[src/rtl/fetch_pkg.sv]
// Shared types and constants for the instruction fetch queue.
package fetch_pkg;

  localparam int unsigned WORD_BYTES = 4;

  typedef logic [31:0] word_t;
  typedef logic [31:0] addr_t;

  typedef enum logic [1:0] {
    IDLE = 2'd0,
    REQ  = 2'd1,
    DROP = 2'd2
  } fetch_state_e;

  function automatic addr_t align_word(input addr_t a);
    return {a[31:2], 2'b00};
  endfunction

endpackage

[src/rtl/fetch_fifo.sv]
// Prefetch FIFO with extra-MSB pointers; flush beats push/pop, and storage resets to RESET_VAL
// so the head outputs have defined values before the first push.
module fetch_fifo #(
  parameter int unsigned      DEPTH     = 4,
  parameter int unsigned      WIDTH     = 64,
  parameter logic [WIDTH-1:0] RESET_VAL = '0
) (
  input  logic                      clk,
  input  logic                      rst,
  input  logic                      flush,
  input  logic                      push,
  input  logic                      pop,
  input  logic [WIDTH-1:0]          wdata,
  output logic [WIDTH-1:0]          rdata,
  output logic                      empty,
  output logic [$clog2(DEPTH):0]    count
);

  localparam int unsigned AW = $clog2(DEPTH);

  logic [AW:0]      wr_ptr;
  logic [AW:0]      rd_ptr;
  logic [WIDTH-1:0] mem [DEPTH];
  logic             full;
  logic             do_push;
  logic             do_pop;

  assign empty   = (wr_ptr == rd_ptr);
  assign full    = (wr_ptr[AW] != rd_ptr[AW]) && (wr_ptr[AW-1:0] == rd_ptr[AW-1:0]);
  assign count   = wr_ptr - rd_ptr;
  assign do_pop  = pop && !empty;
  // A full queue still accepts a push when the head leaves in the same cycle.
  assign do_push = push && (!full || do_pop);
  assign rdata   = mem[rd_ptr[AW-1:0]];

  always_ff @(posedge clk) begin
    if (rst) begin
      wr_ptr <= '0;
      rd_ptr <= '0;
      for (int i = 0; i < int'(DEPTH); i++) mem[i] <= RESET_VAL;
    end else if (flush) begin
      wr_ptr <= '0;
      rd_ptr <= '0;
    end else begin
      if (do_push) begin
        mem[wr_ptr[AW-1:0]] <= wdata;
        wr_ptr              <= wr_ptr + 1'b1;
      end
      if (do_pop) rd_ptr <= rd_ptr + 1'b1;
    end
  end

endmodule

[src/rtl/instr_fetch_queue.sv]
// Instruction prefetch queue: one outstanding imem read, redirect flush, optional stall
// counter enabled by macro FETCH_STATS_EN.
//   state | meaning
//   IDLE  | no request; waits for a free queue slot
//   REQ   | request pending at imem_addr; ack data is queued
//   DROP  | request pending but stale; ack data dropped, then fetch from redir_pc
module instr_fetch_queue
  import fetch_pkg::*;
#(
  parameter int unsigned DEPTH    = 4,
  parameter addr_t       RESET_PC = 32'h0000_0000
) (
  input  logic        clk,
  input  logic        rst,
  output logic        imem_req,
  output logic [31:0] imem_addr,
  input  logic        imem_ack,
  input  logic [31:0] imem_rdata,
  input  logic        redirect,
  input  logic [31:0] redirect_pc,
  output logic        instr_valid,
  input  logic        instr_ready,
  output logic [31:0] instr_out,
  output logic [31:0] instr_pc,
  output logic [31:0] instr_pc_plus4
`ifdef FETCH_STATS_EN
  ,
  output logic [31:0] stall_count
`endif
);

  localparam int unsigned CW = $clog2(DEPTH) + 1;

  fetch_state_e  state;
  addr_t         redir_pc;
  logic [CW-1:0] count;
  logic          empty;
  logic          pop;
  logic          push;
  logic [63:0]   head;

  assign instr_valid    = !empty;
  assign pop            = instr_valid && instr_ready && !redirect;
  assign push           = (state == REQ) && imem_ack && !redirect;
  assign instr_out      = head[63:32];
  assign instr_pc       = head[31:0];
  assign instr_pc_plus4 = instr_pc + 32'(WORD_BYTES);

  fetch_fifo #(
    .DEPTH    (DEPTH),
    .WIDTH    (64),
    .RESET_VAL({32'h0, RESET_PC})
  ) u_fifo (
    .clk  (clk),
    .rst  (rst),
    .flush(redirect),
    .push (push),
    .pop  (pop),
    .wdata({imem_rdata, imem_addr}),
    .rdata(head),
    .empty(empty),
    .count(count)
  );

  always_ff @(posedge clk) begin
    if (rst) begin
      state     <= IDLE;
      imem_req  <= 1'b0;
      imem_addr <= RESET_PC;
      redir_pc  <= RESET_PC;
    end else begin
      case (state)
        IDLE: begin
          if (redirect) begin
            imem_addr <= align_word(redirect_pc);
            state     <= REQ;
            imem_req  <= 1'b1;
          end else if (count < CW'(DEPTH) || pop) begin
            state    <= REQ;
            imem_req <= 1'b1;
          end
        end
        REQ: begin
          if (redirect) begin
            if (imem_ack) begin
              imem_addr <= align_word(redirect_pc);
            end else begin
              redir_pc <= align_word(redirect_pc);
              state    <= DROP;
            end
          end else if (imem_ack) begin
            imem_addr <= imem_addr + 32'(WORD_BYTES);
            // Keep fetching only if a slot remains after this push.
            if (!(pop || count < CW'(DEPTH - 1))) begin
              state    <= IDLE;
              imem_req <= 1'b0;
            end
          end
        end
        DROP: begin
          if (imem_ack) begin
            imem_addr <= redirect ? align_word(redirect_pc) : redir_pc;
            state     <= REQ;
          end else if (redirect) begin
            redir_pc <= align_word(redirect_pc);
          end
        end
        default: begin
          state    <= IDLE;
          imem_req <= 1'b0;
        end
      endcase
    end
  end

`ifdef FETCH_STATS_EN
  always_ff @(posedge clk) begin
    if (rst) stall_count <= '0;
    else if (imem_req && !imem_ack && stall_count != 32'hFFFF_FFFF) stall_count <= stall_count + 32'd1;
  end
`endif

endmodule

[config.mk]
export PLATFORM = sky130hd
export DESIGN_NAME = instr_fetch_queue
export DESIGN_NICKNAME = d
export VERILOG_FILES = /design/src/rtl/fetch_pkg.sv /design/src/rtl/fetch_fifo.sv /design/src/rtl/instr_fetch_queue.sv
export SDC_FILE = /design/constraint.sdc
export NUM_CORES = 1
export LEC_CHECK = 0
export ABC_CLOCK_PERIOD_IN_PS = 3100
export BUFFER_PORTS_ARGS = -buffer_cell sky130_fd_sc_hd__buf_4
export CAP_MARGIN = 20
export CELL_PAD_IN_SITES_DETAIL_PLACEMENT = 1
export CELL_PAD_IN_SITES_GLOBAL_PLACEMENT = 2
export CORE_MARGIN = 5
export CORE_UTILIZATION = 36
export DETAILED_ROUTE_END_ITERATION = 10
export PLACE_DENSITY_LB_ADDON = 0.1
export REMOVE_ABC_BUFFERS = 1
export SYNTH_ARGS = -nofsm -noshare
export SYNTH_HDL_FRONTEND = slang
export SYNTH_SLANG_ARGS = --single-unit
[constraint.sdc]
create_clock -name clk -period 3.1 [get_ports clk]
set_clock_uncertainty 0.1 [all_clocks]
set_input_delay 0.465 -clock clk [delete_from_list [all_inputs] [get_ports clk]]
set_output_delay 0.465 -clock clk [all_outputs]
set_load 0.05 [all_outputs]
==> impl_metrics.env <==
export IMPL_slew_viol_final=0
export IMPL_cts_made_buffers=38
export IMPL_fmax_ghz=0.296
export IMPL_cts_root_buf="clkbuf_16"
export IMPL_io_pins=199
export IMPL_die_area_um2=48500
export IMPL_syn_avg_cell_area_um2=12.4
export IMPL_drive_gt1_frac=0.317
export IMPL_netlist_area_um2=15900
export IMPL_routedWlPerCell_um=22.6
export IMPL_peakVddDrop_mv=0.314
export IMPL_die_h_um=220
export IMPL_h_tree_depth=2
export IMPL_dp_cells=2057
export IMPL_grt_usage=0.200
export IMPL_cp_required_ns=2.53
export IMPL_portBuffers=196
export IMPL_clk_path_buf_depth=3
export IMPL_cts_tree="built"
export IMPL_failed_checks="setup timing"
export IMPL_async_flop_share=0
export IMPL_start_util=0.362
export IMPL_swShare=0.284
export IMPL_fin_nets=1615
export IMPL_dp_hpwl_mm=31.1
export IMPL_drc=0
export IMPL_routed_via_density=5.18
export IMPL_ys_ff_latch=331
export IMPL_power_total_uw=11700
export IMPL_mostFrequentLayoutCell="buf_4"
export IMPL_synth_top_cell_by_area="edfxtp_1"
export IMPL_hold_buffers=0
export IMPL_synth_area_leaders="edfxtp_1, and2_1, dfxtp_1, mux4_2, nand2_1"
export IMPL_leakagePower_uw=0.00781
export IMPL_die_x_um=220
export IMPL_antenna_found_initial=0
export IMPL_power_density_nw_per_um2=571
export IMPL_firstDrtPassIters=5
export IMPL_setup_viol=25
export IMPL_timing_hold_violations_final=0
export IMPL_drv_cap=0
export IMPL_worstSetupPathType="flop to primary output"
export IMPL_synthFlopType="edfxtp_1"
export IMPL_grt_max_degree=65
export IMPL_setup_slack_ns=-0.282
export IMPL_critPathLaunchType="flop"
export IMPL_nFillCells=4613
export IMPL_clkPwrFrac=0.391
export IMPL_clkSinkCount=331
export IMPL_rsz0062_at_grt="yes"
export IMPL_tightest_slew_ns=0.747
export IMPL_overflow=0
export IMPL_synthCells=1283
export IMPL_final_cell_mix="buf_4, edfxtp_1, and2_1"
export IMPL_p_sw_uw=3330
export IMPL_yosysUniqueCellTypes=62
export IMPL_synth_edf_count=256
export IMPL_place_congestion=0.731
export IMPL_grt_pass1_wl_mm=74.2
export IMPL_drtAntennaViolNets=0
export IMPL_relSlewSlack=0.502
export IMPL_timing_final_crit_share=1.09
export IMPL_num_rows=77
export IMPL_run_status="complete, but fails checks"
export IMPL_hold_class="input pin to flop"
export IMPL_drt_iter0_drc=548
export IMPL_yosysWarnings=0
export IMPL_routed_wl_mm=48.8
export IMPL_worstPathArrival_ns=2.82
export IMPL_crit_path_end_kind="primary output"
export IMPL_area_growth_pct=29.0
export IMPL_seq_power_share=0.443
export IMPL_core_um2=44000
export IMPL_insertion_delay_ns=0.54
export IMPL_clk_pin_slew_ns=0.06
export IMPL_combinationalPowerShare=0.166
export IMPL_fin_crit_ns=3.38
export IMPL_internal_power_uw=8400
export IMPL_path_max_fanout=6
export IMPL_synth_top_area_share=0.483
export IMPL_multi_input_area_um2=6610
export IMPL_stdcell_count=2156
export IMPL_seqCellArea_um2=9200
export IMPL_synth_seq_area_share=0.577
export IMPL_grt_pass1_vias=12100
export IMPL_vias=11200
export IMPL_reg2reg_slack_ns=0.43
-- power by group through the flow --
stage	clock network, µW	registers, µW	logic, µW
floorplan	0	5470	842
global placement	0	5280	1920
detailed placement	0	5300	1920
CTS	4720	5200	1950
global route	4920	5230	2070
finish	4590	5200	1940
-- metal layers --
| metal | up-vias | track usage | part of all wire |
|---|---|---|---|
| met5 | - | 0 | 0 |
| met4 | 0 | 0.0439 | 0.017 |
| met3 | 60 | 0.0316 | 0.042 |
| met2 | 221 | 0.343 | 0.49 |
| met1 | 5662 | 0.268 | 0.45 |
| li1 | 5221 | - | - |
-- area by class of cell --
type,instances,area share
diodes,1,0.000122
clock buffers,48,0.0496
clock inverters,21,0.0110
inverters,15,0.00274
multi-input cells,840,0.322
flip-flops and latches,331,0.448
well taps,592,0.0360
repair buffers,308,0.131
-- through the flow --
step                      TNS (ns)   util  area [µm²]  setup WS [ns]  hold WS, ns
final                        -3.99  0.467       20500         -0.282       0.0848
after global routing         -6.35  0.467       20500         -0.401       0.0638
after CTS                    -4.46  0.459       20200         -0.311       0.0552
after detailed placement   -0.0212  0.422       18600        -0.0212        0.347
after global placement           0  0.422       18600         0.0165        0.341
after floorplan            -420.21      -       15500          -2.71        0.328
-- cell usage after synthesis (all sizes together) (7+ instances only) --
cell,n
edfxtp,256
and3,8
nor2,53
inv,15
nand2b,7
clkbuf,75
dfxtp,75
nor4,17
nor3,22
ha,11
mux2i,10
and2,251
mux4,64
xnor2,32
a221oi,8
or3,7
o21ai,34
a31oi,10
nor2b,10
nand3,30
nand2,98
nand4,21
xor2,8
a311oi,10
buf,22
a21oi,55
-- cell families (layout without fill, tap and decap cells) --
family                     Yosys count  count (layout)  synth area share
and+or+nand+nor                    547             547             0.195
DFF                                331             331             0.577
AOI/OAI and AO/OA                  162             162            0.0652
buffers and inverters              112             392            0.0300
muxes                               78              78            0.0996
xor gates and xnor gates            41              41            0.0234
adders and majority gates           12              12           0.00990
other                                0               1                 0
-- state kept, by name, summed over array words and instances, names as in the netlist, named ones only --
register / flops
u_fifo.mem: 256
imem_addr: 32
redir_pc: 32
u_fifo.rd_ptr: 3
u_fifo.wr_ptr: 3
state: 2
imem_req: 1
-- worst max-delay path: stages, from the launching register on --
cell and delay (ns):
dfxtp_4 0.36, buf_6 0.14, buf_12 0.14, mux4_2 0.36, nand4_1 0.16, nor4_4 0.28, buf_4 0.18, buf_8 0.13
nand4_1 0.13, xnor2_1 0.16, buf_4 0.22
-- timing repair --
action	CTS	global route
cloned	2	0
setup endpoints to repair	39	25
pin swaps	19	30
resized for setup	45	56
setup buffers	20	8
-- final timing paths --
path / cells after the start / start / endpoint
worst max-delay path: 10 / flop / instr_pc_plus4[28]
worst min register to register: 2 / redir_pc[10] / redir_pc[10]
worst min-delay path: 3 / redirect_pc[2] / redir_pc[2]
worst max register to register: 8 / u_fifo.wr_ptr[0] / u_fifo.mem[0][43]
No activity file was read; power rests on OpenSTA's default activity.
